==> src/rtl/dpu_pkg.sv <==
`default_nettype none
// ============================================================================
// Module   : dpu_pkg
// Brief    : Shared opcode encoding, condition-code bit positions and opcode
//            classification helpers for the data processing unit pipeline.
// Revision : 1.0 - initial release
// ============================================================================
package dpu_pkg;

    typedef enum logic [3:0] {
        OP_ADD  = 4'd0,
        OP_SUB  = 4'd1,
        OP_AND  = 4'd2,
        OP_OR   = 4'd3,
        OP_XOR  = 4'd4,
        OP_NOT  = 4'd5,
        OP_SHL  = 4'd6,
        OP_SHR  = 4'd7,
        OP_LOAD = 4'd8,
        OP_MOV  = 4'd9,
        OP_CMP  = 4'd10,
        OP_INC  = 4'd11,
        OP_DEC  = 4'd12,
        OP_NOP0 = 4'd13,
        OP_NOP1 = 4'd14,
        OP_NOP2 = 4'd15
    } opcode_t;

    // Bit positions inside the {N,Z,C,V} condition-code vector
    localparam int CC_N = 3;
    localparam int CC_Z = 2;
    localparam int CC_C = 1;
    localparam int CC_V = 0;

    // NOP encodings leave both the register file and the condition codes alone
    function automatic logic op_is_nop(input opcode_t op);
        return (op == OP_NOP0) || (op == OP_NOP1) || (op == OP_NOP2);
    endfunction

    // CMP only produces flags; everything else except NOP retires a result
    function automatic logic op_writes(input opcode_t op);
        return !op_is_nop(op) && (op != OP_CMP);
    endfunction

endpackage
`default_nettype wire

==> src/rtl/dpu_alu.sv <==
`default_nettype none
// ============================================================================
// Module   : dpu_alu
// Brief    : Combinational execute unit: result and {N,Z,C,V} flags for one
//            operation. Carry/borrow is taken from bit DATA_W of a widened
//            add/subtract.
// Revision : 1.0 - initial release
// ============================================================================
module dpu_alu
    import dpu_pkg::*;
#(
    parameter int DATA_W = 8
) (
    input  logic [DATA_W-1:0] i_a,
    input  logic [DATA_W-1:0] i_b,
    input  logic [DATA_W-1:0] i_m_data,
    input  opcode_t           i_op,
    output logic [DATA_W-1:0] o_result,
    output logic [3:0]        o_flags
);

    localparam int c_msb = DATA_W - 1;

    logic [DATA_W:0] w_ext;
    logic            w_c;
    logic            w_v;

    // Select the operation, derive carry/overflow, then the common N/Z flags
    always_comb begin
        w_ext    = '0;
        w_c      = 1'b0;
        w_v      = 1'b0;
        o_result = '0;
        o_flags  = '0;
        case (i_op)
            OP_ADD: begin
                w_ext = {1'b0, i_a} + {1'b0, i_b};
                w_c   = w_ext[DATA_W];
                w_v   = (i_a[c_msb] == i_b[c_msb]) && (w_ext[c_msb] != i_a[c_msb]);
            end
            OP_SUB, OP_CMP: begin
                w_ext = {1'b0, i_a} - {1'b0, i_b};
                w_c   = w_ext[DATA_W];
                w_v   = (i_a[c_msb] != i_b[c_msb]) && (w_ext[c_msb] != i_a[c_msb]);
            end
            OP_INC: begin
                w_ext = {1'b0, i_a} + (DATA_W+1)'(1);
                w_c   = w_ext[DATA_W];
                w_v   = !i_a[c_msb] && w_ext[c_msb];
            end
            OP_DEC: begin
                w_ext = {1'b0, i_a} - (DATA_W+1)'(1);
                w_c   = w_ext[DATA_W];
                w_v   = i_a[c_msb] && !w_ext[c_msb];
            end
            OP_AND:  w_ext = {1'b0, i_a & i_b};
            OP_OR:   w_ext = {1'b0, i_a | i_b};
            OP_XOR:  w_ext = {1'b0, i_a ^ i_b};
            OP_NOT:  w_ext = {1'b0, ~i_a};
            OP_SHL: begin
                w_ext = {1'b0, i_a[c_msb-1:0], 1'b0};
                w_c   = i_a[c_msb];
            end
            OP_SHR: begin
                w_ext = {2'b00, i_a[c_msb:1]};
                w_c   = i_a[0];
            end
            OP_LOAD: w_ext = {1'b0, i_m_data};
            OP_MOV:  w_ext = {1'b0, i_a};
            default: w_ext = '0;
        endcase
        o_result       = w_ext[DATA_W-1:0];
        o_flags[CC_N]  = o_result[c_msb];
        o_flags[CC_Z]  = (o_result == '0);
        o_flags[CC_C]  = w_c;
        o_flags[CC_V]  = w_v;
    end

endmodule
`default_nettype wire

==> src/rtl/dpu_pipe.sv <==
`default_nettype none
// ============================================================================
// Module   : dpu_pipe
// Brief    : Two-stage data processing unit: operand read with result
//            forwarding, then execute/writeback. Also snapshots the X/Y/colour
//            registers into a held video packet on request.
// Revision : 1.0 - initial release
// ============================================================================
module dpu_pipe
    import dpu_pkg::*;
#(
    parameter  int DATA_W    = 8,
    parameter  int REG_DEPTH = 16,
    parameter  int X_REG     = 9,
    parameter  int Y_REG     = 10,
    parameter  int C_REG     = 11,
    parameter  int ONE_REG   = 12,
    localparam int ADDR_W    = $clog2(REG_DEPTH)
) (
    input  logic              clk,
    input  logic              rst,
    input  logic              op_valid,
    output logic              op_ready,
    input  logic [3:0]        op_code,
    input  logic [ADDR_W-1:0] a_sel,
    input  logic [ADDR_W-1:0] b_sel,
    input  logic [ADDR_W-1:0] r_sel,
    input  logic [DATA_W-1:0] m_data,
    output logic [3:0]        cc,
    output logic              busy,
    input  logic              vid_req,
    output logic              vid_valid,
    input  logic              vid_ready,
    output logic [DATA_W-1:0] vid_x,
    output logic [DATA_W-1:0] vid_y,
    output logic [DATA_W-1:0] vid_colour,
    output logic              vid_overrun
);

    // Widened so the range check also works when REG_DEPTH == 2**ADDR_W
    localparam logic [ADDR_W:0]   c_depth = (ADDR_W+1)'(REG_DEPTH);
    localparam logic [ADDR_W-1:0] c_x_sel = ADDR_W'(X_REG);
    localparam logic [ADDR_W-1:0] c_y_sel = ADDR_W'(Y_REG);
    localparam logic [ADDR_W-1:0] c_c_sel = ADDR_W'(C_REG);

    typedef enum logic [0:0] {
        VID_IDLE = 1'b0,
        VID_HOLD = 1'b1
    } vid_state_t;

    logic [DATA_W-1:0] r_regs [REG_DEPTH];

    logic              r_s2_valid;
    opcode_t           r_s2_op;
    logic [ADDR_W-1:0] r_s2_rsel;
    logic [DATA_W-1:0] r_s2_a;
    logic [DATA_W-1:0] r_s2_b;
    logic [DATA_W-1:0] r_s2_mdata;
    logic [3:0]        r_cc;

    logic [DATA_W-1:0] w_result;
    logic [3:0]        w_flags;
    logic              w_wr_en;
    logic              w_accept;
    logic [DATA_W-1:0] w_rd_a;
    logic [DATA_W-1:0] w_rd_b;
    logic [DATA_W-1:0] w_rd_x;
    logic [DATA_W-1:0] w_rd_y;
    logic [DATA_W-1:0] w_rd_c;

    vid_state_t        r_vid_state;
    vid_state_t        w_vid_next;
    logic              w_capture;
    logic              w_overrun_set;
    logic [DATA_W-1:0] r_vid_x;
    logic [DATA_W-1:0] r_vid_y;
    logic [DATA_W-1:0] r_vid_c;
    logic              r_vid_overrun;

    // Selects beyond the populated depth read as zero and never write
    function automatic logic f_in_range(input logic [ADDR_W-1:0] sel);
        return {1'b0, sel} < c_depth;
    endfunction

    // Register read with bypass of the result retiring this cycle
    function automatic logic [DATA_W-1:0] f_read(
        input logic [ADDR_W-1:0] sel,
        input logic [DATA_W-1:0] stored,
        input logic              we,
        input logic [ADDR_W-1:0] wsel,
        input logic [DATA_W-1:0] wdata
    );
        if (!f_in_range(sel))
            return '0;
        else if (we && (sel == wsel))
            return wdata;
        else
            return stored;
    endfunction

    dpu_alu #(
        .DATA_W (DATA_W)
    ) u_alu (
        .i_a      (r_s2_a),
        .i_b      (r_s2_b),
        .i_m_data (r_s2_mdata),
        .i_op     (r_s2_op),
        .o_result (w_result),
        .o_flags  (w_flags)
    );

    assign op_ready = !rst;
    assign w_accept = op_valid && op_ready;
    assign w_wr_en  = r_s2_valid && op_writes(r_s2_op) && f_in_range(r_s2_rsel);

    // Forwarded operand and video-source reads
    always_comb begin
        w_rd_a = f_read(a_sel,   r_regs[a_sel],   w_wr_en, r_s2_rsel, w_result);
        w_rd_b = f_read(b_sel,   r_regs[b_sel],   w_wr_en, r_s2_rsel, w_result);
        w_rd_x = f_read(c_x_sel, r_regs[c_x_sel], w_wr_en, r_s2_rsel, w_result);
        w_rd_y = f_read(c_y_sel, r_regs[c_y_sel], w_wr_en, r_s2_rsel, w_result);
        w_rd_c = f_read(c_c_sel, r_regs[c_c_sel], w_wr_en, r_s2_rsel, w_result);
    end

    // Register file: reset image has only ONE_REG set, writeback from stage 2
    always_ff @(posedge clk) begin
        if (rst) begin
            for (int i = 0; i < REG_DEPTH; i++)
                r_regs[i] <= (i == ONE_REG) ? DATA_W'(1) : '0;
        end else if (w_wr_en) begin
            r_regs[r_s2_rsel] <= w_result;
        end
    end

    // Stage 1 -> stage 2 pipeline register; reset drops any in-flight op
    always_ff @(posedge clk) begin
        if (rst) begin
            r_s2_valid <= 1'b0;
            r_s2_op    <= OP_NOP0;
            r_s2_rsel  <= '0;
            r_s2_a     <= '0;
            r_s2_b     <= '0;
            r_s2_mdata <= '0;
        end else begin
            r_s2_valid <= w_accept;
            if (w_accept) begin
                r_s2_op    <= opcode_t'(op_code);
                r_s2_rsel  <= r_sel;
                r_s2_a     <= w_rd_a;
                r_s2_b     <= w_rd_b;
                r_s2_mdata <= m_data;
            end
        end
    end

    // Condition codes follow every executed op except NOP
    always_ff @(posedge clk) begin
        if (rst)
            r_cc <= '0;
        else if (r_s2_valid && !op_is_nop(r_s2_op))
            r_cc <= w_flags;
    end

    // Video handshake state register
    always_ff @(posedge clk) begin
        if (rst)
            r_vid_state <= VID_IDLE;
        else
            r_vid_state <= w_vid_next;
    end

    // Video next state: a request in the completing cycle re-captures cleanly
    always_comb begin
        w_vid_next    = r_vid_state;
        w_capture     = 1'b0;
        w_overrun_set = 1'b0;
        case (r_vid_state)
            VID_IDLE: begin
                if (vid_req) begin
                    w_capture  = 1'b1;
                    w_vid_next = VID_HOLD;
                end
            end
            VID_HOLD: begin
                if (vid_ready) begin
                    w_capture  = vid_req;
                    w_vid_next = vid_req ? VID_HOLD : VID_IDLE;
                end else if (vid_req) begin
                    w_overrun_set = 1'b1;
                end
            end
            default: w_vid_next = VID_IDLE;
        endcase
    end

    // Snapshot payload and sticky overrun flag
    always_ff @(posedge clk) begin
        if (rst) begin
            r_vid_x       <= '0;
            r_vid_y       <= '0;
            r_vid_c       <= '0;
            r_vid_overrun <= 1'b0;
        end else begin
            if (w_capture) begin
                r_vid_x <= w_rd_x;
                r_vid_y <= w_rd_y;
                r_vid_c <= w_rd_c;
            end
            if (w_overrun_set)
                r_vid_overrun <= 1'b1;
        end
    end

    assign cc          = r_cc;
    assign busy        = r_s2_valid;
    assign vid_valid   = (r_vid_state == VID_HOLD);
    assign vid_x       = r_vid_x;
    assign vid_y       = r_vid_y;
    assign vid_colour  = r_vid_c;
    assign vid_overrun = r_vid_overrun;

endmodule
`default_nettype wire

==> config.mk <==
export PLATFORM = sky130hd
export DESIGN_NAME = dpu_pipe
export DESIGN_NICKNAME = d
export VERILOG_FILES = /design/src/rtl/dpu_pkg.sv /design/src/rtl/dpu_alu.sv /design/src/rtl/dpu_pipe.sv
export SDC_FILE = /design/constraint.sdc
export NUM_CORES = 1
export LEC_CHECK = 0
export CAP_MARGIN = 20
export CORE_ASPECT_RATIO = 0.8
export CORE_MARGIN = 5
export CORE_UTILIZATION = 61
export DETAILED_ROUTE_END_ITERATION = 10
export PLACE_DENSITY = 0.81
export REMOVE_ABC_BUFFERS = 1
export SYNTH_ARGS = -nofsm -noshare
export SYNTH_HDL_FRONTEND = slang
export SYNTH_SLANG_ARGS = --single-unit
==> constraint.sdc <==
create_clock -name clk -period 3.9 [get_ports clk]
set_clock_uncertainty 0.1 [all_clocks]
set_input_delay 0.585 -clock clk [delete_from_list [all_inputs] [get_ports clk]]
set_output_delay 0.585 -clock clk [all_outputs]
set_load 0.03 [all_outputs]
==> key figures <==
Outcome
  • Run status: finished, final reports clean

Clocking
  • Clock Sinks: 191
  • CTS resizes: 0
  • TritonCTS Buffers: 17
  • Clock tree from TritonCTS: built
  • Maximum buffer depth of the clock tree: 2
  • H-tree levels: 4
  • Post CTS Setup Buffer Count: 0
  • Clock root buffer master: sky130_fd_sc_hd__clkbuf_16
  • Cts-stage hold buffer count: 0
  • Clock-pin slew on the worst setup and hold paths: about 0.080 ns
  • Clk Latency, worst-skew pair: 0.46 ns

Critical path
  • Critical Path Fanout Max: 23
  • Cell repeated most along the worst path: sky130_fd_sc_hd__a221o_1
  • Slowest-stage cell, CP: sky130_fd_sc_hd__dfxtp_1
  • Type of destination of the critical path: flop
  • Largest incremental delay on the critical path: 0.61 ns
  • Cells along the critical path: inv_1, ha_1, nor3b_1, a211oi_1, a221o_1, a221o_1, a211oi_4, buf_4, o211ai_1, o211a_1
  • Worst Path Class, Setup: flop to flop
  • Endpoint required time on the critical path: around 4.2 ns
  • CP startpoint kind: flop
  • Arrival time worst endpoint: 3.66 ns

STA
  • Setup TNS Final: 0 ns
  • RSZ-0062 raised after global routing: no
  • Number of max-slew violations in the final report: 0
  • Normalized max-slew margin: 0.348
  • Final Setup Violations: 0
  • Clock period minus final worst setup slack: 3.41 ns
  • Hold Violations, Final: 0
  • Share of the clock period used by the worst path after layout: 0.874
  • Least-Margin Pin Slew: 0.969 ns
  • Fmax: 0.293 GHz

Power
  • Int Power: between 3 and 4 mW
  • Combinational power share: 0.195
  • Power per unit of standard cell area: 399 nW/um^2
  • Clock group share of total power: 0.351
  • Leak: 4.72 nW
  • Sequential power share: 0.454
  • Sw frac: 0.313
  • Final total power: ~5 mW
  • Reported net switching power: about 1.6 mW
  • Worst ir drop on vdd: 385 uV

Yosys
  • Top cells by area in the synthesized netlist: sky130_fd_sc_hd__edfxtp_1, sky130_fd_sc_hd__mux4_2, sky130_fd_sc_hd__dfxtp_1, sky130_fd_sc_hd__nor2_1, sky130_fd_sc_hd__ha_1
  • Most common cell in the netlist: sky130_fd_sc_hd__nor2_1
  • Primary FF master, synth: sky130_fd_sc_hd__edfxtp_1
  • Number of warnings issued by yosys: 0
  • Seq/Total Area, Yosys: 0.448
  • Synthesized area divided by synthesized cell count: between 10 and 15 sq um
  • Library cell occupying the most area in the post-synthesis netlist: sky130_fd_sc_hd__edfxtp_1
  • Number of synthesized flops with an enable pin: between 100 and 150
  • Share of flip-flops with an asynchronous set or reset after synthesis: 0
  • Top-area cell type share of the netlist area: 0.337
  • Mapped Area: 11,400 sq um
  • List of most frequent post-synthesis cells: sky130_fd_sc_hd__nor2_1, sky130_fd_sc_hd__edfxtp_1, sky130_fd_sc_hd__mux4_2
  • Distinct cells, synth: 77
  • Seq cells post-synth: 191
  • Number of instances in the synthesized netlist: between 1,000 and 1,500

Route
  • Via Count: 9,023
  • Drt wl/cell: 25.1 um
  • Final routed DRC violation total: 0
  • Number of nets with antenna violations after detailed routing: 0
  • Detailed-route wire length: approximately 33,000 um
  • Number of DRC violations after detailed-routing iteration 0: 1,385
  • Number of optimization iterations in the first detailed-route pass: 5
  • Drt via density: about 6.8

Cells and area
  • Post-route non-filler standard cell count: 1,318
  • Number of diodes: 0
  • Area added between synthesis and finish: 12.2%
  • Final Net Count: between 1,000 and 1,500
  • Share of final-layout standard cells stronger than drive strength 1: 0.171

Placement
  • Placer congestion estimate: 1.00
  • DP HPWL: about 23,000 um
  • Number of I/O port buffers: 60
  • Placed Instances: around 1,300

Global routing
  • Number of antenna violations at the first check in global routing: 1
  • Wire length of the first global-routing pass: 50,800 um
  • Most utilized layer in the global route result: met2
  • Met1 layer usage reported by global route: 0.410
  • Maximum number of pins on one net before global-route repair: 52
  • Overflow left after global routing: 0
  • Vias in the first global route: 8,770
  • Met3 layer usage reported by global route: 0.114
  • GRT Util Overall: 0.309
  • Met2 demand-to-capacity share in global routing: 0.471

Floorplanning
  • Die footprint: 21,500 sq um
  • Initial cell density of the core: 0.624
  • Die height: 132 um
  • Number of primary I/O pins: 61
  • Num rows: 44
  • Die extent in x: 163 um
  • Area inside the core boundary: 18,300 sq um

Flow run
  • Number of max-capacitance violations reported: 0

Worst hold path
  • Worst hold path class: flop to flop
==> routing by layer <==
metal | wire [um] | up-vias | share of wire
met5 | 63 | - | 0.0019
met4 | 1120 | 2 | 0.034
met3 | 4630 | 94 | 0.14
met2 | 15200 | 688 | 0.46
met1 | 12000 | 4354 | 0.36
li1 | - | 3885 | -
==> through the flow <==
stage | util | setup WS [ns] | area [sq um] | hold slack (ns)
6_report | 0.700 | 0.490 | 12800 | 0.361
5_1_grt | 0.700 | 0.351 | 12800 | 0.375
4_1_cts | 0.699 | 0.533 | 12800 | 0.365
3_5_place_dp | 0.665 | 0.585 | 12200 | 0.345
3_3_place_gp | 0.665 | 0.671 | 12200 | 0.341
2_1_floorplan | - | 0.411 | 10900 | 0.360
==> critical path: cells and delay by family (launching register included) <==
| kind | cells | cell delay, ns |
|---|---|---|
| flops | 1 | 0.61 |
| fa+ha+maj | 1 | 0.43 |
| buf+inv | 2 | 0.50 |
| compound gates | 6 | 1.37 |
| simple gates | 1 | 0.30 |
==> cell usage in the layout (no fill, tap or decap), types with 12 or more instances in the layout <==
master / synthesis / routed
sky130_fd_sc_hd__mux2i_1: 21 / 21
sky130_fd_sc_hd__nor2b_1: 13 / 13
sky130_fd_sc_hd__o211ai_1: 12 / 12
sky130_fd_sc_hd__clkdlybuf4s50_1: 0 / 54
sky130_fd_sc_hd__a211oi_1: 16 / 16
sky130_fd_sc_hd__ha_1: 29 / 29
sky130_fd_sc_hd__mux4_2: 83 / 83
sky130_fd_sc_hd__a211o_1: 17 / 17
sky130_fd_sc_hd__nor2_1: 201 / 201
sky130_fd_sc_hd__inv_1: 30 / 30
sky130_fd_sc_hd__a21oi_1: 43 / 43
sky130_fd_sc_hd__dfxtp_1: 63 / 63
sky130_fd_sc_hd__edfxtp_1: 128 / 128
sky130_fd_sc_hd__o21ai_0: 14 / 14
sky130_fd_sc_hd__nand2_1: 82 / 82
sky130_fd_sc_hd__clkbuf_16: 0 / 17
sky130_fd_sc_hd__buf_4: 8 / 41
==> power by group through the flow <==
stage	clock, mW	sequential [mW]	combinational, mW
2_1_floorplan	0	2.38	0.537
3_3_place_gp	0	2.35	0.952
3_5_place_dp	0	2.36	0.959
4_1_cts	1.79	2.31	0.969
5_1_grt	1.88	2.32	1.05
6_report	1.79	2.32	0.994
==> worst paths after layout <==
path / from / slack (ns) / cells after the start / endpoint
max: r_s2_a[3] / 0.49 / 10 / r_s2_b[7]
min reg2reg: vid_y[3] / 0.36 / 2 / vid_y[3]
min: vid_y[3] / 0.36 / 2 / vid_y[3]
max reg2reg: r_s2_a[3] / 0.49 / 10 / r_s2_b[7]
==> cells by family (layout without fill, tap and decap cells) <==
group	count (synthesis)	after routing	synth area share
adder cells (fa/ha/maj)	31	31	0.0353
flip-flops	191	191	0.448
XOR/XNOR	17	17	0.0131
AND/OR/NAND/NOR	370	370	0.147
buffers and inverters	127	165	0.0519
AO/OA/AOI/OAI	185	185	0.121
multiplexers	106	106	0.184
==> registers in the layout, indices dropped and copies added, names as in the netlist, 4 cells and up <==
name / cells
vid_y: 8
r_s2_mdata: 8
cc: 4
vid_colour: 8
r_s2_b: 8
r_regs: 128
r_s2_a: 8
r_s2_op: 4
vid_x: 8
r_s2_rsel: 4
==> area by class of cell <==
cell class	instances	area [sq um]
multi-input combinational	709	5730
fill	1336	5490
sequential	191	5100
timing repair buffer	103	918
clock buffer	17	425
tap	253	317
clock inverter	15	179
inverter	30	113
Note: power is estimated with default switching activity, not from simulation.
